===== src/rtl/ads1299_pkg.sv =====
// Shared constants for the ADS1299 RDATAC frame reader: word geometry, status header and FSM encoding.
package ads1299_pkg;
    localparam int         ADS_WORD_BITS  = 24;
    localparam logic [3:0] ADS_STATUS_HDR = 4'hC;
    localparam int         ADS_MAX_CH     = 8;

    localparam logic [2:0] ST_IDLE  = 3'd0;
    localparam logic [2:0] ST_CSS   = 3'd1;
    localparam logic [2:0] ST_SHIFT = 3'd2;
    localparam logic [2:0] ST_CSH   = 3'd3;
    localparam logic [2:0] ST_DONE  = 3'd4;
endpackage


===== src/rtl/spi_sclk_gen.sv =====
// SCLK generator (CPOL=0): CLK_DIV cycles high, CLK_DIV low; first rise on the first enabled edge.
// rise_tick/fall_tick are high in the cycle whose closing edge moves sclk; no backpressure.
module spi_sclk_gen #(
    parameter int CLK_DIV = 4
) (
    input  logic clk,
    input  logic reset,
    input  logic en,
    output logic sclk,
    output logic rise_tick,
    output logic fall_tick
);
    localparam int CW = (CLK_DIV > 2) ? $clog2(CLK_DIV) : 1;
    localparam logic [CW-1:0] CNT_LAST = CW'(CLK_DIV - 1);

    logic [CW-1:0] cnt;
    logic          at_last;

    assign at_last   = (cnt == CNT_LAST);
    assign rise_tick = en && at_last && !sclk;
    assign fall_tick = en && at_last && sclk;

    // Parking the counter at its last value makes the first enabled cycle raise SCLK.
    always_ff @(posedge clk) begin
        if (reset || !en) begin
            sclk <= 1'b0;
            cnt  <= CNT_LAST;
        end else if (at_last) begin
            sclk <= ~sclk;
            cnt  <= '0;
        end else begin
            cnt <= cnt + CW'(1);
        end
    end
endmodule


===== src/rtl/ads1299_frame_reader.sv =====
// Reads one ADS1299 RDATAC frame per DRDY fall and forwards the selected channel as a sign-extended x/x_valid strobe.
// x_valid fires T_CSH+1 cycles after the last SCLK fall; DRDY falls while busy are counted as overruns and dropped.
module ads1299_frame_reader
    import ads1299_pkg::*;
#(
    parameter int CLK_DIV = 4,
    parameter int N_CH    = 8,
    parameter int Q_out   = 32,
    parameter int T_CSS   = 8,
    parameter int T_CSH   = 8
) (
    input  logic             clk,
    input  logic             reset,
    input  logic [2:0]       ch_sel,
    input  logic             drdy_n,
    input  logic             spi_miso,
    output logic             spi_sclk,
    output logic             spi_cs_n,
    output logic             spi_mosi,
    output logic [Q_out-1:0] x,
    output logic             x_valid,
    output logic [23:0]      status,
    output logic             frame_err,
    output logic [15:0]      overrun_cnt
);
    localparam logic [7:0] CSS_LAST  = 8'(T_CSS - 1);
    localparam logic [7:0] CSH_LAST  = 8'(T_CSH - 1);
    localparam logic [4:0] BIT_LAST  = 5'(ADS_WORD_BITS - 1);
    localparam logic [3:0] WORD_LAST = 4'(N_CH);

    logic [2:0]               drdy_sync;
    logic [1:0]               miso_sync;
    logic                     drdy_fall;
    logic                     miso_s;
    logic [2:0]               state;
    logic [7:0]               timer;
    logic [4:0]               bit_cnt;
    logic [3:0]               word_idx;
    logic [2:0]               ch_lat;
    logic                     ch_ok;
    logic [ADS_WORD_BITS-2:0] shreg;
    logic [ADS_WORD_BITS-1:0] word;
    logic [ADS_WORD_BITS-1:0] status_hold;
    logic [ADS_WORD_BITS-1:0] sample_hold;
    logic                     sclk_en;
    logic                     rise_tick;
    logic                     fall_tick;

    assign drdy_fall = drdy_sync[2] && !drdy_sync[1];
    assign miso_s    = miso_sync[1];
    assign word      = {shreg, miso_s};
    assign ch_ok     = ({1'b0, ch_lat} < WORD_LAST);
    assign spi_mosi  = 1'b0;
    // Enabled in the last CSS cycle so the first rise lands exactly T_CSS cycles after CS_n falls.
    assign sclk_en   = (state == ST_SHIFT) || ((state == ST_CSS) && (timer == CSS_LAST));

    always_ff @(posedge clk) begin
        if (reset) begin
            drdy_sync <= 3'b111;
            miso_sync <= 2'b00;
        end else begin
            drdy_sync <= {drdy_sync[1:0], drdy_n};
            miso_sync <= {miso_sync[0], spi_miso};
        end
    end

    spi_sclk_gen #(.CLK_DIV(CLK_DIV)) u_sclk (
        .clk       (clk),
        .reset     (reset),
        .en        (sclk_en),
        .sclk      (spi_sclk),
        .rise_tick (rise_tick),
        .fall_tick (fall_tick)
    );

    always_ff @(posedge clk) begin
        if (reset) begin
            state       <= ST_IDLE;
            spi_cs_n    <= 1'b1;
            timer       <= '0;
            bit_cnt     <= '0;
            word_idx    <= '0;
            ch_lat      <= '0;
            shreg       <= '0;
            status_hold <= '0;
            sample_hold <= '0;
            x           <= '0;
            x_valid     <= 1'b0;
            status      <= '0;
            frame_err   <= 1'b0;
            overrun_cnt <= '0;
        end else begin
            x_valid <= 1'b0;
            if (drdy_fall && (state != ST_IDLE) && (overrun_cnt != 16'hFFFF))
                overrun_cnt <= overrun_cnt + 16'd1;

            case (state)
                ST_IDLE: begin
                    if (drdy_fall) begin
                        state    <= ST_CSS;
                        spi_cs_n <= 1'b0;
                        ch_lat   <= ch_sel;
                        timer    <= '0;
                        bit_cnt  <= '0;
                        word_idx <= '0;
                    end
                end
                ST_CSS: begin
                    if (rise_tick) state <= ST_SHIFT;
                    else           timer <= timer + 8'd1;
                end
                ST_SHIFT: begin
                    if (fall_tick) begin
                        shreg <= word[ADS_WORD_BITS-2:0];
                        if (bit_cnt == BIT_LAST) begin
                            bit_cnt  <= '0;
                            word_idx <= word_idx + 4'd1;
                            if (word_idx == 4'd0)
                                status_hold <= word;
                            if (word_idx == {1'b0, ch_lat} + 4'd1)
                                sample_hold <= word;
                            if (word_idx == WORD_LAST) begin
                                state <= ST_CSH;
                                timer <= '0;
                            end
                        end else begin
                            bit_cnt <= bit_cnt + 5'd1;
                        end
                    end
                end
                ST_CSH: begin
                    if (timer == CSH_LAST) begin
                        spi_cs_n <= 1'b1;
                        state    <= ST_DONE;
                    end else begin
                        timer <= timer + 8'd1;
                    end
                end
                ST_DONE: begin
                    status <= status_hold;
                    if (status_hold[23:20] != ADS_STATUS_HDR)
                        frame_err <= 1'b1;
                    if (ch_ok) begin
                        x       <= Q_out'($signed(sample_hold));
                        x_valid <= 1'b1;
                    end
                    state <= ST_IDLE;
                end
                default: state <= ST_IDLE;
            endcase
        end
    end
endmodule

===== config.mk =====
export PLATFORM = sky130hd
export DESIGN_NAME = ads1299_frame_reader
export DESIGN_NICKNAME = d
export VERILOG_FILES = /design/src/rtl/ads1299_pkg.sv /design/src/rtl/spi_sclk_gen.sv /design/src/rtl/ads1299_frame_reader.sv
export SDC_FILE = /design/constraint.sdc
export NUM_CORES = 1
export LEC_CHECK = 0
export ABC_CLOCK_PERIOD_IN_PS = 3300
export CAP_MARGIN = 10
export CORE_MARGIN = 2
export CORE_UTILIZATION = 45
export CTS_CLUSTER_DIAMETER = 150
export DETAILED_ROUTE_END_ITERATION = 8
export PLACE_DENSITY_LB_ADDON = 0.3
export REMOVE_ABC_BUFFERS = 1
export SYNTH_ARGS = -nofsm -noshare
export SYNTH_HDL_FRONTEND = slang
export SYNTH_HIERARCHICAL = 1
export SYNTH_SLANG_ARGS = --single-unit

===== constraint.sdc =====
create_clock -name clk -period 3.3 [get_ports clk]
set_clock_uncertainty 0.05 [all_clocks]
set_input_delay 0.33 -clock clk [delete_from_list [all_inputs] [get_ports clk]]
set_output_delay 0.33 -clock clk [all_outputs]
set_load 0.05 [all_outputs]

==> impl_metrics.toml <==
[status]
run_status = "complete, no violations"

[clock_tree]
cts_sinks = 169
clk_pin_slew_ns = 0.06
cts_buffers = 17
htreeDepth = 4
clk-insertion-delay-late_ns = 0.43
holdBufCountCts = 0
ctsResizeCount = 0
cts_tree = "built"
cts_root_buf = "clkbuf_16"
cts_buffer_depth = 2
postCtsSetupBuffers = 0

[power_and_ir_drop]
peakVddDrop_uv = 365
power_leakage_nw = 2.72
p_per_area_mw_per_mm2 = 506
power_w = 0.00425

[route]
wl_per_cell_um = 12.8
drt_wl_total_um = 13600
drt_iter0_drc = 309
postRouteAntennaNets = 0
drc = 0
drt_first_pass_iters = 4
routed-via-count = 5370
viasPerCell = 5.06

[placement]
post-place-cells = 1029
dp_hpwl_um = 8220
place_congestion = 0.802
dp_slack_ns = 0.0332
numPortBuffers = 82

[timing]
max_slew_margin = 0.339
max_freq_ghz = 0.322
worstMarginPinSlew_ns = 0.988
finalSetupViolCount = 0
setup_ws_ns = 0.197
period_share = 0.940
report.final.slew_viol_count = 0
period_minus_slack_ns = 3.10
finalHoldViolCount = 0

[floorplan]
fp.coreArea_sq_mm = 0.0146
ios = 84
fp-row-count = 44
die_h_um = 127
die_w_um = 127
die-area_sq_mm = 0.0161
start_util = 0.464

[synth]
synth_edf_count = 0
ys_seq_area_frac = 0.498
yosysWarnings = 6
syn-cell-area_sq_mm = 0.00680
ys_ff_latch = 169
ys_types = 52
synthArstFlopShare = 0
synth_area_per_cell_sq_um = 8.40
netlist_instances = 810
synthFlopType = "dfxtp_1"

[setup_path]
critPathRequiredTime_ns = 3.52
path_max_fanout = 16
cp-start-kind = "flip-flop"
crit_arrival_ns = 3.33
cp-end-kind = "flip-flop"
timing_worst_setup_path_type = "reg -> reg"
rr_worst_depth = 13

[layout]
syn_to_final_growth_pct = 23.3
final_cells = 1061
register_area_sq_mm = 0.00338
nFillCells = 1339
drive_gt1_frac = 0.0764
nets = 878
multi_input_area_sq_mm = 0.00315
antenna-diode-count = 0

[global_routing]
antenna_found_initial = 0
grt_max_degree = 83
track_usage = 0.173
grt_overflow = 0
grt_pass1_vias = 4763
grt_pass1_wl_um = 23000

[min_path]
holdCritPathClass = "reg -> reg"
min_path_cells = 1

[job]
maxCapViolCount = 0
[cells by family (layout without fill, tap and decap cells)]
logic type / Yosys count / count (layout) / synth area share
AOI/OAI and AO/OA: 147 / 147 / 0.119
xor gates and xnor gates: 16 / 16 / 0.0206
adders and majority gates: 7 / 7 / 0.0129
buffers and inverters: 69 / 136 / 0.0473
DFF: 169 / 169 / 0.498
muxes: 29 / 29 / 0.0427
other: 1 / 1 / 0.000551
and+or+nand+nor: 372 / 372 / 0.260
[registers in the layout, indices dropped and copies added, names as in the netlist, 3 cells and up]
signal,count
sample_hold,24
timer,8
drdy_sync,3
status_hold,24
word_idx,4
ch_lat,3
state,3
bit_cnt,5
status,24
x,24
shreg,23
overrun_cnt,16
[layout by cell type (no fill, tap or decap), types with 6 or more instances in the layout]
master           count
xnor2_1              9
ha_1                 6
and3_1               8
xor2_1               7
nor3_1              12
buf_4               11
a21oi_1            115
mux2i_1             29
nor2_1              30
nand2b_1            52
clkdlybuf4s50_1     81
inv_1                8
nand3_1             13
o21ai_0             13
dfxtp_1            168
nand2_1            206
clkbuf_16           17
[worst max-delay path, stage by stage, from the launching register on]
cell and delay, ns:
dfxtp_1 0.38, ha_4 0.16, nor4bb_4 0.29, and2_4 0.18, nand2_1 0.06, mux2i_1 0.16, nor2b_4 0.17, and3_2 0.22
nand4bb_1 0.13, or2_4 0.30, or4b_4 0.53, buf_8 0.17, nand2_1 0.08, a21oi_1 0.07
[routing by layer]
metal / GRT usage / up-vias / routed length (um)
met2: 0.264 / 105 / 6260
met1: 0.232 / 2453 / 6550
li1: - / 2795 / -
met5: 0 / - / 0
met4: 0.0711 / 0 / 214
met3: 0.0485 / 17 / 597
[final cells by class]
type / instances / area share
sequential: 169 / 0.404
tap: 184 / 0.0275
clock buffer: 20 / 0.0557
timing repair buffer: 96 / 0.114
clock inverter: 12 / 0.0193
multi-input combinational: 572 / 0.376
inverter: 8 / 0.00358
[through the flow]
step | utilization | area [sq um] | hold WS, ns | setup TNS, ns
after floorplan | - | 6510 | 0.339 | -47.04
after global placement | 0.526 | 7700 | 0.345 | 0
after detailed placement | 0.526 | 7700 | 0.349 | 0
after CTS | 0.569 | 8330 | 0.364 | 0
after global routing | 0.573 | 8380 | 0.371 | -0.00652
final | 0.573 | 8380 | 0.363 | 0
[power breakdown]
group	total, W	switching, W	internal (W)
Sequential	0.00205	0.00000722	0.00205
Combinational	0.0000980	0.0000615	0.0000365
Clock	0.00209	0.000831	0.00126
[synth_stat cells (2+ instances only)]
master	n	share of area
buf_4	9	0.0099
nand3_1	13	0.0096
o21ai_0	13	0.0096
buf_6	3	0.0050
a31oi_1	4	0.0037
nor4_1	5	0.0046
or3_1	4	0.0037
buf_2	5	0.0037
nand3b_1	2	0.0022
nand4_1	5	0.0046
a21o_1	4	0.0044
buf_1	2	0.0011
xor2_1	7	0.0090
nor2_1	30	0.017
and3_1	8	0.0074
or2_1	2	0.0018
xnor2_1	9	0.012
and2_1	3	0.0028
inv_1	8	0.0044
dfxtp_1	169	0.50
mux2i_1	29	0.043
or4b_1	4	0.0059
ha_1	7	0.013
nor2b_1	5	0.0046
a21oi_1	115	0.085
or2_2	5	0.0046
o211ai_1	3	0.0033
clkbuf_1	42	0.023
nand2_1	207	0.11
or4_1	4	0.0044
nor3_1	12	0.0088
nand2b_1	52	0.048
[path summary, 6_finish.rpt]
check | startpoint | end | slack, ns
worst max-delay path | timer[1]$_SDFFE_PP0P_ | status_hold[22]$_SDFFE_PP0P_ | 0.20
worst min register to register | drdy_sync[0]$_SDFF_PP1_ | drdy_sync[1]$_SDFF_PP1_ | 0.36
worst min-delay path | drdy_sync[0]$_SDFF_PP1_ | drdy_sync[1]$_SDFF_PP1_ | 0.36
worst max register to register | timer[1]$_SDFFE_PP0P_ | status_hold[22]$_SDFFE_PP0P_ | 0.20
No activity file was read; power rests on OpenSTA's default activity.
